--- src/rtl/control_sequencer_if.sv ---
// rtl/control_sequencer_if.sv - control strobe bundle between control_sequencer and DataPath
interface control_sequencer_if #(
    parameter int OPW = 5,
    parameter int IRW = 32
);
    logic [IRW-1:0] ir;
    logic           con;
    logic           stop;

    logic PCout, IncPC, MARin, read, RAMenable, MDRin, MDRout, IRin;
    logic Gra, Grb, Grc, Rin, Rout, BAout;
    logic Yin, Cout, ZLOin, ZLOout, PCin, conin, R15in;
    logic [OPW-1:0] aluControl;
    logic run;
    logic illegal;

    modport master (
        input  ir, con, stop,
        output PCout, IncPC, MARin, read, RAMenable, MDRin, MDRout, IRin,
        output Gra, Grb, Grc, Rin, Rout, BAout,
        output Yin, Cout, ZLOin, ZLOout, PCin, conin, R15in,
        output aluControl, run, illegal
    );

    modport slave (
        output ir, con, stop,
        input  PCout, IncPC, MARin, read, RAMenable, MDRin, MDRout, IRin,
        input  Gra, Grb, Grc, Rin, Rout, BAout,
        input  Yin, Cout, ZLOin, ZLOout, PCin, conin, R15in,
        input  aluControl, run, illegal
    );
endinterface

--- src/rtl/control_sequencer.sv ---
// rtl/control_sequencer.sv - Mini SRC hardwired Moore control unit (optional CU_SINGLE_STEP_EN)
module control_sequencer #(
    parameter int OPW = 5,
    parameter int IRW = 32
) (
    input  logic clock,
    input  logic clear,
`ifdef CU_SINGLE_STEP_EN
    input  logic step,
`endif
    control_sequencer_if.master bus
);

    typedef enum logic [4:0] {
        RESET_S, T0, T1, T2, DEC,
        BR3, BR4, BR5, BR6,
        ALU3, ALU4, ALU5,
        JR3, JAL3, JAL4,
        HALT,
        WAIT_S
    } state_t;

    localparam logic [OPW-1:0] OP_ADD  = 5'b00011;
    localparam logic [OPW-1:0] OP_SUB  = 5'b00100;
    localparam logic [OPW-1:0] OP_AND  = 5'b00101;
    localparam logic [OPW-1:0] OP_OR   = 5'b00110;
    localparam logic [OPW-1:0] OP_BR   = 5'b10010;
    localparam logic [OPW-1:0] OP_JR   = 5'b10011;
    localparam logic [OPW-1:0] OP_JAL  = 5'b10100;
    localparam logic [OPW-1:0] OP_NOP  = 5'b11001;
    localparam logic [OPW-1:0] OP_HALT = 5'b11010;

    state_t state, state_next, eoi_next;
    logic [OPW-1:0] op;
    logic unused_ir_bits;

    assign op = bus.ir[IRW-1 -: OPW];
    assign unused_ir_bits = ^bus.ir[IRW-OPW-1:0];

    always_ff @(posedge clock) begin
        if (clear) begin
            state <= RESET_S;
        end else begin
            state <= state_next;
        end
    end

    // stop only takes effect at an instruction boundary
    always_comb begin
        eoi_next = T0;
`ifdef CU_SINGLE_STEP_EN
        eoi_next = WAIT_S;
`endif
        if (bus.stop) begin
            eoi_next = HALT;
        end
    end

    always_comb begin
        state_next = state;
        case (state)
            RESET_S: state_next = T0;
            T0:      state_next = T1;
            T1:      state_next = T2;
            T2:      state_next = DEC;
            DEC: begin
                case (op)
                    OP_ADD, OP_SUB, OP_AND, OP_OR: state_next = ALU3;
                    OP_BR:   state_next = BR3;
                    OP_JR:   state_next = JR3;
                    OP_JAL:  state_next = JAL3;
                    OP_HALT: state_next = HALT;
                    default: state_next = eoi_next;
                endcase
            end
            BR3:  state_next = BR4;
            BR4:  state_next = BR5;
            BR5:  state_next = BR6;
            BR6:  state_next = eoi_next;
            ALU3: state_next = ALU4;
            ALU4: state_next = ALU5;
            ALU5: state_next = eoi_next;
            JR3:  state_next = eoi_next;
            JAL3: state_next = JAL4;
            JAL4: state_next = eoi_next;
            HALT: state_next = HALT;
`ifdef CU_SINGLE_STEP_EN
            WAIT_S: state_next = step ? T0 : WAIT_S;
`endif
            default: state_next = RESET_S;
        endcase
    end

    always_comb begin
        bus.PCout      = 1'b0;
        bus.IncPC      = 1'b0;
        bus.MARin      = 1'b0;
        bus.read       = 1'b0;
        bus.RAMenable  = 1'b0;
        bus.MDRin      = 1'b0;
        bus.MDRout     = 1'b0;
        bus.IRin       = 1'b0;
        bus.Gra        = 1'b0;
        bus.Grb        = 1'b0;
        bus.Grc        = 1'b0;
        bus.Rin        = 1'b0;
        bus.Rout       = 1'b0;
        bus.BAout      = 1'b0;
        bus.Yin        = 1'b0;
        bus.Cout       = 1'b0;
        bus.ZLOin      = 1'b0;
        bus.ZLOout     = 1'b0;
        bus.PCin       = 1'b0;
        bus.conin      = 1'b0;
        bus.R15in      = 1'b0;
        bus.aluControl = '0;
        bus.illegal    = 1'b0;
        bus.run        = (state != RESET_S) && (state != HALT);
        case (state)
            T0: begin
                bus.PCout = 1'b1;
                bus.MARin = 1'b1;
                bus.IncPC = 1'b1;
            end
            T1: begin
                bus.read      = 1'b1;
                bus.RAMenable = 1'b1;
                bus.MDRin     = 1'b1;
            end
            T2: begin
                bus.MDRout = 1'b1;
                bus.IRin   = 1'b1;
            end
            DEC: begin
                case (op)
                    OP_ADD, OP_SUB, OP_AND, OP_OR,
                    OP_BR, OP_JR, OP_JAL, OP_NOP, OP_HALT: bus.illegal = 1'b0;
                    default: bus.illegal = 1'b1;
                endcase
            end
            BR3: begin
                bus.Gra   = 1'b1;
                bus.Rout  = 1'b1;
                bus.conin = 1'b1;
            end
            BR4: begin
                bus.PCout = 1'b1;
                bus.Yin   = 1'b1;
            end
            BR5: begin
                bus.Cout       = 1'b1;
                bus.ZLOin      = 1'b1;
                bus.aluControl = OP_ADD;
            end
            BR6: begin
                bus.ZLOout = 1'b1;
                bus.PCin   = bus.con;
            end
            ALU3: begin
                bus.Grb  = 1'b1;
                bus.Rout = 1'b1;
                bus.Yin  = 1'b1;
            end
            ALU4: begin
                bus.Grc        = 1'b1;
                bus.Rout       = 1'b1;
                bus.ZLOin      = 1'b1;
                bus.aluControl = op;
            end
            ALU5: begin
                bus.ZLOout = 1'b1;
                bus.Gra    = 1'b1;
                bus.Rin    = 1'b1;
            end
            JR3, JAL4: begin
                bus.Gra  = 1'b1;
                bus.Rout = 1'b1;
                bus.PCin = 1'b1;
            end
            JAL3: begin
                bus.PCout = 1'b1;
                bus.R15in = 1'b1;
            end
            default: ;
        endcase
    end

endmodule

--- src/flat_wrapper.sv ---
// flat-port wrapper written by rule: the top's interface ports become plain ports
module control_sequencer_flat 
#(
    parameter int OPW = 5,
    parameter int IRW = 32
)
  (clock, clear, bus_ir, bus_con, bus_stop, bus_PCout, bus_IncPC, bus_MARin, bus_read, bus_RAMenable, bus_MDRin, bus_MDRout, bus_IRin, bus_Gra, bus_Grb, bus_Grc, bus_Rin, bus_Rout, bus_BAout, bus_Yin, bus_Cout, bus_ZLOin, bus_ZLOout, bus_PCin, bus_conin, bus_R15in, bus_aluControl, bus_run, bus_illegal);
  control_sequencer_if #(.OPW(OPW), .IRW(IRW)) bus_i ();
  input  logic clock;
  input  logic clear;
  input wire logic [$bits(bus_i.ir)-1:0] bus_ir;
  input wire logic [$bits(bus_i.con)-1:0] bus_con;
  input wire logic [$bits(bus_i.stop)-1:0] bus_stop;
  output wire logic [$bits(bus_i.PCout)-1:0] bus_PCout;
  output wire logic [$bits(bus_i.IncPC)-1:0] bus_IncPC;
  output wire logic [$bits(bus_i.MARin)-1:0] bus_MARin;
  output wire logic [$bits(bus_i.read)-1:0] bus_read;
  output wire logic [$bits(bus_i.RAMenable)-1:0] bus_RAMenable;
  output wire logic [$bits(bus_i.MDRin)-1:0] bus_MDRin;
  output wire logic [$bits(bus_i.MDRout)-1:0] bus_MDRout;
  output wire logic [$bits(bus_i.IRin)-1:0] bus_IRin;
  output wire logic [$bits(bus_i.Gra)-1:0] bus_Gra;
  output wire logic [$bits(bus_i.Grb)-1:0] bus_Grb;
  output wire logic [$bits(bus_i.Grc)-1:0] bus_Grc;
  output wire logic [$bits(bus_i.Rin)-1:0] bus_Rin;
  output wire logic [$bits(bus_i.Rout)-1:0] bus_Rout;
  output wire logic [$bits(bus_i.BAout)-1:0] bus_BAout;
  output wire logic [$bits(bus_i.Yin)-1:0] bus_Yin;
  output wire logic [$bits(bus_i.Cout)-1:0] bus_Cout;
  output wire logic [$bits(bus_i.ZLOin)-1:0] bus_ZLOin;
  output wire logic [$bits(bus_i.ZLOout)-1:0] bus_ZLOout;
  output wire logic [$bits(bus_i.PCin)-1:0] bus_PCin;
  output wire logic [$bits(bus_i.conin)-1:0] bus_conin;
  output wire logic [$bits(bus_i.R15in)-1:0] bus_R15in;
  output wire logic [$bits(bus_i.aluControl)-1:0] bus_aluControl;
  output wire logic [$bits(bus_i.run)-1:0] bus_run;
  output wire logic [$bits(bus_i.illegal)-1:0] bus_illegal;
  assign bus_i.ir = bus_ir;
  assign bus_i.con = bus_con;
  assign bus_i.stop = bus_stop;
  assign bus_PCout = bus_i.PCout;
  assign bus_IncPC = bus_i.IncPC;
  assign bus_MARin = bus_i.MARin;
  assign bus_read = bus_i.read;
  assign bus_RAMenable = bus_i.RAMenable;
  assign bus_MDRin = bus_i.MDRin;
  assign bus_MDRout = bus_i.MDRout;
  assign bus_IRin = bus_i.IRin;
  assign bus_Gra = bus_i.Gra;
  assign bus_Grb = bus_i.Grb;
  assign bus_Grc = bus_i.Grc;
  assign bus_Rin = bus_i.Rin;
  assign bus_Rout = bus_i.Rout;
  assign bus_BAout = bus_i.BAout;
  assign bus_Yin = bus_i.Yin;
  assign bus_Cout = bus_i.Cout;
  assign bus_ZLOin = bus_i.ZLOin;
  assign bus_ZLOout = bus_i.ZLOout;
  assign bus_PCin = bus_i.PCin;
  assign bus_conin = bus_i.conin;
  assign bus_R15in = bus_i.R15in;
  assign bus_aluControl = bus_i.aluControl;
  assign bus_run = bus_i.run;
  assign bus_illegal = bus_i.illegal;
  control_sequencer #(.OPW(OPW), .IRW(IRW)) u_core (.clock(clock), .clear(clear), .bus(bus_i));
endmodule
--- config.mk ---
export PLATFORM = sky130hd
export DESIGN_NAME = control_sequencer_flat
export DESIGN_NICKNAME = d
export VERILOG_FILES = /design/src/rtl/control_sequencer_if.sv /design/src/rtl/control_sequencer.sv /design/src/flat_wrapper.sv
export SDC_FILE = /design/constraint.sdc
export NUM_CORES = 1
export LEC_CHECK = 0
export CORE_ASPECT_RATIO = 0.8
export CORE_MARGIN = 3
export CORE_UTILIZATION = 31
export DETAILED_ROUTE_END_ITERATION = 8
export GPL_TIMING_DRIVEN = 0
export PLACE_DENSITY = 0.79
export SYNTH_ARGS = -nofsm -noshare
export SYNTH_HDL_FRONTEND = slang
export SYNTH_SLANG_ARGS = --single-unit
--- constraint.sdc ---
create_clock -name clock -period 2.05 [get_ports clock]
set_input_delay 0.615 -clock clock [delete_from_list [all_inputs] [get_ports clock]]
set_output_delay 0.615 -clock clock [all_outputs]
set_load 0.02 [all_outputs]
==> results.yml, run 1 <==
outcome:
  run_status: "finished with violations"
  failed_checks: "negative setup slack"
sta:
  final.min_clock_period_ps: 2230
  slew_viol_final: 0
  maxClockFrequency_mhz: 448
  timing_hold_violations_final: 0
  rsz0062_at_grt: "yes"
  finalSetupViolations: 1
  layout_worst_path_cycle_share_pct: 109
  timing.clock.skew_ps: 3.17
  post_route_setup_slack_ps: -180
logic_synthesis:
  yosysTopAreaCell: "dfxtp_1"
  synth_fp_nets: 150
  yosys-top-cells-area: "dfxtp_1 11%, ha_1 8.5%, nor2_1 8.2%"
  ys_seq_area_share_pct: 10.9
  synth_common_cells: "16 x nor2_1, 10 x nand2_1"
  synth_largest_type_area_fraction_pct: 10.9
  yosys_most_used_dff: "dfxtp_1"
  synthesis.instances: 109
  dominant_cell_by_count_in_the_synthesized_netlist: "nor2_1"
  postSynthRegisterBits: 4
  synth-async-reset-ratio_pct: 0
  yosys_warnings: 0
  syn-cell-area_sq_um: 734
  postSynthAreaPerCell_sq_um: 6.74
  synth-edff-count: 0
  yosysUniqueCellTypes: 38
worst_setup_path:
  end_kind: "output pin"
  timing.critical_path.buf_inv: 3
  r2r_start: "u_core.state[0]"
  reg2reg_depth: 4
  category_of_the_most_critical_setup_path: "in -> out"
  critPathRequiredTime_ps: 1430
  worstSetupStartpointType: "primary input"
  slowest_stage: "o311a_4"
  startpoint: "bus_ir[28]"
  cp_cell_sequence: "buf_12 > inv_4 > ha_4 > mux2i_1 > o22ai_1 > nand2_1 > o311a_4 > buf_6"
  worstPathArrival_ps: 1610
  cp_top_family: "compound AO/OA/AOI/OAI gates"
  setup.reg_to_reg.worst_slack_ps: 790
  cp_num_cells: 8
  worstReg2RegEnd: "u_core.state[1]"
  crit_path_max_fanout: 6
  timing.critical_path.to: "bus_illegal"
  crit_path_max_incr_delay_ps: 190
place:
  place_worst_setup_slack_ps: -1300
  io_buffers: 34
  place_hpwl_um: 1810
  placed_cells_incl_taps: 168
  finalWeightedCongestion: 0.885
  cell_area_after_placement_sq_um: 1130
run:
  cap_viol_max_count: 0
floorplan:
  die_h_um: 49.5
  placeableCoreArea_sq_um: 2200
  initial_utilization_pct: 33.4
  fp.dieW_um: 60.4
  floorplan.die_area_sq_um: 2990
  standard_cell_row_count: 15
  total_i_o_pin_count: 64
clock_network:
  worstSkewPairLatency_ps: 230
  clk_transition_reported_paths_ps: 40
  tritoncts_clock_tree: "done"
  cts_htree_levels: 1
  maximum_number_of_buffers_from_clock_root_to_sink: 2
  clock_tree.root_cell: "clkbuf_4"
  cts-buffers-inserted: 3
  post_cts_hold_buffer_count: 0
  numClockSinks: 4
detailed_routing:
  drt-wirelength-per-cell_um: 14.1
  drt_wl_total_um: 2430
  number_of_violations_reported_at_the_end_of_detailed_routing_iteration_0: 23
  detail_route.first_pass.iterations: 4
  route.detailed.vias_per_inst: 5.40
  drt.antenna.violating_nets: 0
  vias: 934
  drc: 0
power_and_ir_drop:
  p_leak_nw: 0.612
  ir_drop_worst_vdd_mv: 0.372
  design_power_total_mw: 0.626
  cellPowerDensity_nw_per_um2: 505
final_layout:
  largest_register_ffs: 4
  max_flop_register: "u_core.state"
  final_layout_size_suffix_gt1_share_pct: 45.9
  largest_registers_ranked_by_flip_flop_count: "u_core.state x4"
  fillCellCount: 206
  non_filler_cells_final: 173
  post-route-cell-area_sq_um: 1240
  layout-area-overhead-vs-synth_pct: 68.7
  nNetsFinal: 191
  inserted_diodes: 0
  utilization_pct: 56.4
global_route:
  grt_total_usage_pct: 15.9
  grt_max_degree: 11
  antenna_violations_before_repair: 0
  grt_pass1_vias: 835
  overflow_after_grt: 0
  grt_pass1_wl_um: 3780
min_path:
  hp-class: "reg -> reg"
-- through the flow --
stage / hold slack (ps) / setup TNS, ps
4_1_cts: 723 / -184
3_5_place_dp: 736 / -9460
6_report: 725 / -180
2_1_floorplan: 633 / 0
3_3_place_gp: 696 / -8570
5_1_grt: 758 / -232
-- placed cells by master (no fill, tap or decap), types with 3 or more instances in the layout --
cell type and instances:
nand2_1 9, dlygate4sd2_1 3, nor2_1 15, nor3_2 3, nand2b_4 4, ha_1 4, a21o_1 3, clkdlybuf4s15_2 3
o21ai_0 4, inv_1 4, o22ai_1 3, buf_4 9, buf_2 17, clkbuf_4 3, clkdlybuf4s15_1 3, buf_6 6
a21oi_1 6
-- power breakdown --
part	leakage, nW	switching (mW)	internal (mW)
sequential	0.0344	0.0199	0.0908
combinational	0.564	0.231	0.187
clock	0.0138	0.0319	0.0655
-- cell families (layout without fill, tap and decap cells) --
logic type               count (synthesis)  in the layout  share of synthesized area (%)
AO/OA/AOI/OAI                           28             28                           26.7
adder cells (fa/ha/maj)                  5              5                           8.52
buffers and inverters                   18             57                           12.6
flip-flops                               4              4                           10.9
multiplexers                             2              2                           2.73
other                                    1              1                          0.511
AND/OR/NAND/NOR                         51             51                           38.0
-- routing by layer --
metal / track usage (%) / routed length (um)
met1: 20.2 / 983
met2: 26.4 / 1210
met3: 4.45 / 230
met4: 3.61 / 6
met5: 0 / 0
-- area by class of cell --
cell class / instances / area [sq um] / area share, %
plain buffers: 11 / 98.8 / 7.98
clock buffers: 3 / 22.5 / 1.82
inverters: 6 / 32.5 / 2.63
multi-input cells: 87 / 673 / 54.3
flip-flops and latches: 4 / 86.3 / 6.97
well taps: 25 / 31.3 / 2.53
repair buffers: 37 / 294 / 23.7
-- timing repair --
item | in CTS | in global routing
setup endpoints to repair | 30 | 25
pin swaps | 3 | 4
gates cloned | 0 | 2
resized for setup | 126 | 38
buffers inserted | 0 | 1
-- worst min-delay path by stage --
stage,slack (ps),startpoint,depth (start not counted),to
2_1_floorplan,630,u_core.state[3],4,u_core.state[2]
3_3_place_gp,700,u_core.state[3],4,u_core.state[2]
3_5_place_dp,740,u_core.state[3],4,u_core.state[2]
4_1_cts,720,u_core.state[3],2,u_core.state[1]
5_1_grt,760,u_core.state[3],2,u_core.state[1]
6_report,720,u_core.state[3],2,u_core.state[1]
-- worst reg2reg max path: stages, from the launching register on --
cell and delay, ps:
dfxtp_4 350, buf_6 140, a21o_1 190, a221oi_1 340, o22ai_2 110
No activity file was read; power rests on OpenSTA's default activity.
==> inputs of run 2 (changes only) <==
==> constraint.sdc (replaced) <==
create_clock -name clock -period 2.05 [get_ports clock]
set_input_delay 0.615 -clock clock [delete_from_list [all_inputs] [get_ports clock]]
set_output_delay 0.615 -clock clock [all_outputs]
set_load 0.005 [all_outputs]
==> results.yml, run 2 (synthesis results as in run 1) <==
outcome:
  run_status: "finished with violations"
  failed_checks: "negative setup slack"
detailed_routing:
  detail_route.first_pass.iterations: 4
  drt_wl_total_um: 2620
  drt-wirelength-per-cell_um: 14.6
  drc: 0
  drt.antenna.violating_nets: 0
  number_of_violations_reported_at_the_end_of_detailed_routing_iteration_0: 26
  route.detailed.vias_per_inst: 5.31
  vias: 955
power_and_ir_drop:
  design_power_total_mw: 0.630
  p_switching_mw: 0.253
  internal_power_mw: 0.376
  p_leak_nw: 0.673
  ir_drop_worst_vdd_mv: 0.409
  cellPowerDensity_nw_per_um2: 468
  p_seq_share_pct: 18.0
  comb_power_share_pct: 66.5
  power.switching_fraction_pct: 40.2
  power.clock.fraction_pct: 15.5
sta:
  slew_viol_final: 0
  finalSetupViolations: 1
  worst_hold_slack_ps: 697
  post_route_setup_slack_ps: -90.9
  layout_worst_path_cycle_share_pct: 104
  maxClockFrequency_mhz: 467
  timing_hold_violations_final: 0
  rsz0062_at_grt: "yes"
  final.min_clock_period_ps: 2140
  timing.clock.skew_ps: 4.19
place:
  io_buffers: 34
  finalWeightedCongestion: 0.827
  cell_area_after_placement_sq_um: 1110
  place_hpwl_um: 1770
floorplan:
  die_h_um: 49.5
  total_i_o_pin_count: 64
  standard_cell_row_count: 15
  fp.dieW_um: 60.4
  placeableCoreArea_sq_um: 2200
  initial_utilization_pct: 33.4
  floorplan.die_area_sq_um: 2990
global_route:
  grt_pass1_wl_um: 4080
  grt_total_usage_pct: 17.7
  grt_pass1_vias: 905
  antenna_violations_before_repair: 0
  grt_max_degree: 11
  overflow_after_grt: 0
worst_setup_path:
  setup.reg_to_reg.worst_slack_ps: 720
  end_kind: "output pin"
  crit_path_max_incr_delay_ps: 240
  slowest_stage: "ha_4"
  worstPathArrival_ps: 1530
  crit_path_max_fanout: 5
  critPathRequiredTime_ps: 1430
  worstSetupStartpointType: "primary input"
  cp_cell_sequence: "buf_8 > inv_4 > ha_4 > mux2i_1 > o22ai_1 > nand2_1 > o311a_1 > buf_2"
  category_of_the_most_critical_setup_path: "in -> out"
final_layout:
  mostFrequentLayoutCells: "17 x buf_4, 14 x nor2_1, 10 x dlygate4sd2_1"
  largest_register_ffs: 4
  largest_registers_ranked_by_flip_flop_count: "u_core.state x4"
  layout.cells.most_common: "buf_4"
  nNetsFinal: 198
  layout-area-overhead-vs-synth_pct: 83.3
  max_flop_register: "u_core.state"
  final_layout_size_suffix_gt1_share_pct: 44.5
  post-route-cell-area_sq_um: 1350
  inserted_diodes: 0
  fillCellCount: 207
min_path:
  hp-class: "reg -> reg"
clock_network:
  cts-buffers-inserted: 3
  tritoncts_clock_tree: "done"
  cts_htree_levels: 1
  clock_tree.root_cell: "clkbuf_4"
  post_cts_hold_buffer_count: 0
  clk_transition_reported_paths_ps: 40
  maximum_number_of_buffers_from_clock_root_to_sink: 2
  worstSkewPairLatency_ps: 240
  numClockSinks: 4
run:
  cap_viol_max_count: 0
-- run 2: critical path, delay by kind of cell --
kind	cells	cell delay [ps]
AO/OA/AOI/OAI	2	280
buffers and inverters	3	260
adder cells (fa/ha/maj)	1	240
AND/OR/NAND/NOR	1	80
multiplexers	1	60
-- run 2: final cells by class --
type / count / area, sq um / area share [%]
timing repair buffer: 45 / 384 / 28.5
clock buffer: 3 / 22.5 / 1.67
multi-input combinational: 87 / 686 / 50.9
tap: 25 / 31.3 / 2.32
sequential: 4 / 92.6 / 6.88
inverter: 6 / 32.5 / 2.42
buffer: 10 / 97.6 / 7.25
-- run 2: per-stage QoR --
| step | std cells | utilization [%] | setup TNS, ps | worst slack, ps |
|---|---|---|---|---|
| global route | 180 | 61.3 | -173 | -155 |
| global placement | 168 | 50.4 | -6340 | -1090 |
| detailed placement | 168 | 50.4 | -7080 | -1110 |
| floorplan | 109 | - | 0 | 88.9 |
| finish | 180 | 61.3 | -90.9 | -90.9 |
| CTS | 177 | 59.1 | -273 | -120 |
-- run 2: power by group through the flow --
stage | clock, mW | sequential, mW | combinational, mW
6_report | 0.0978 | 0.113 | 0.419
5_1_grt | 0.111 | 0.114 | 0.457
4_1_cts | 0.105 | 0.111 | 0.384
3_5_place_dp | 0 | 0.0966 | 0.326
3_3_place_gp | 0 | 0.0960 | 0.317
2_1_floorplan | 0 | 0.0945 | 0.188
-- run 2: per-layer routing --
layer	GRT usage [%]	up-vias	wire length, um
li1	-	470	-
met1	22.0	447	1090
met2	29.7	36	1290
met3	5.50	2	228
met4	3.61	0	9
met5	0	-	0
-- run 2: worst paths after layout --
kind / startpoint / end / cells after the start
min reg2reg: u_core.state[3] / u_core.state[1] / 2
max reg2reg: u_core.state[0] / u_core.state[1] / 4
max: bus_ir[27] / bus_illegal / 8
min: u_core.state[3] / u_core.state[1] / 2
-- run 2: what timing repair did --
action                                  CTS  global route
endpoints found under the setup margin   30            13
resized for setup                       110            27
pin swaps                                 6             3
gates cloned                              0             0
buffers inserted                          7             4
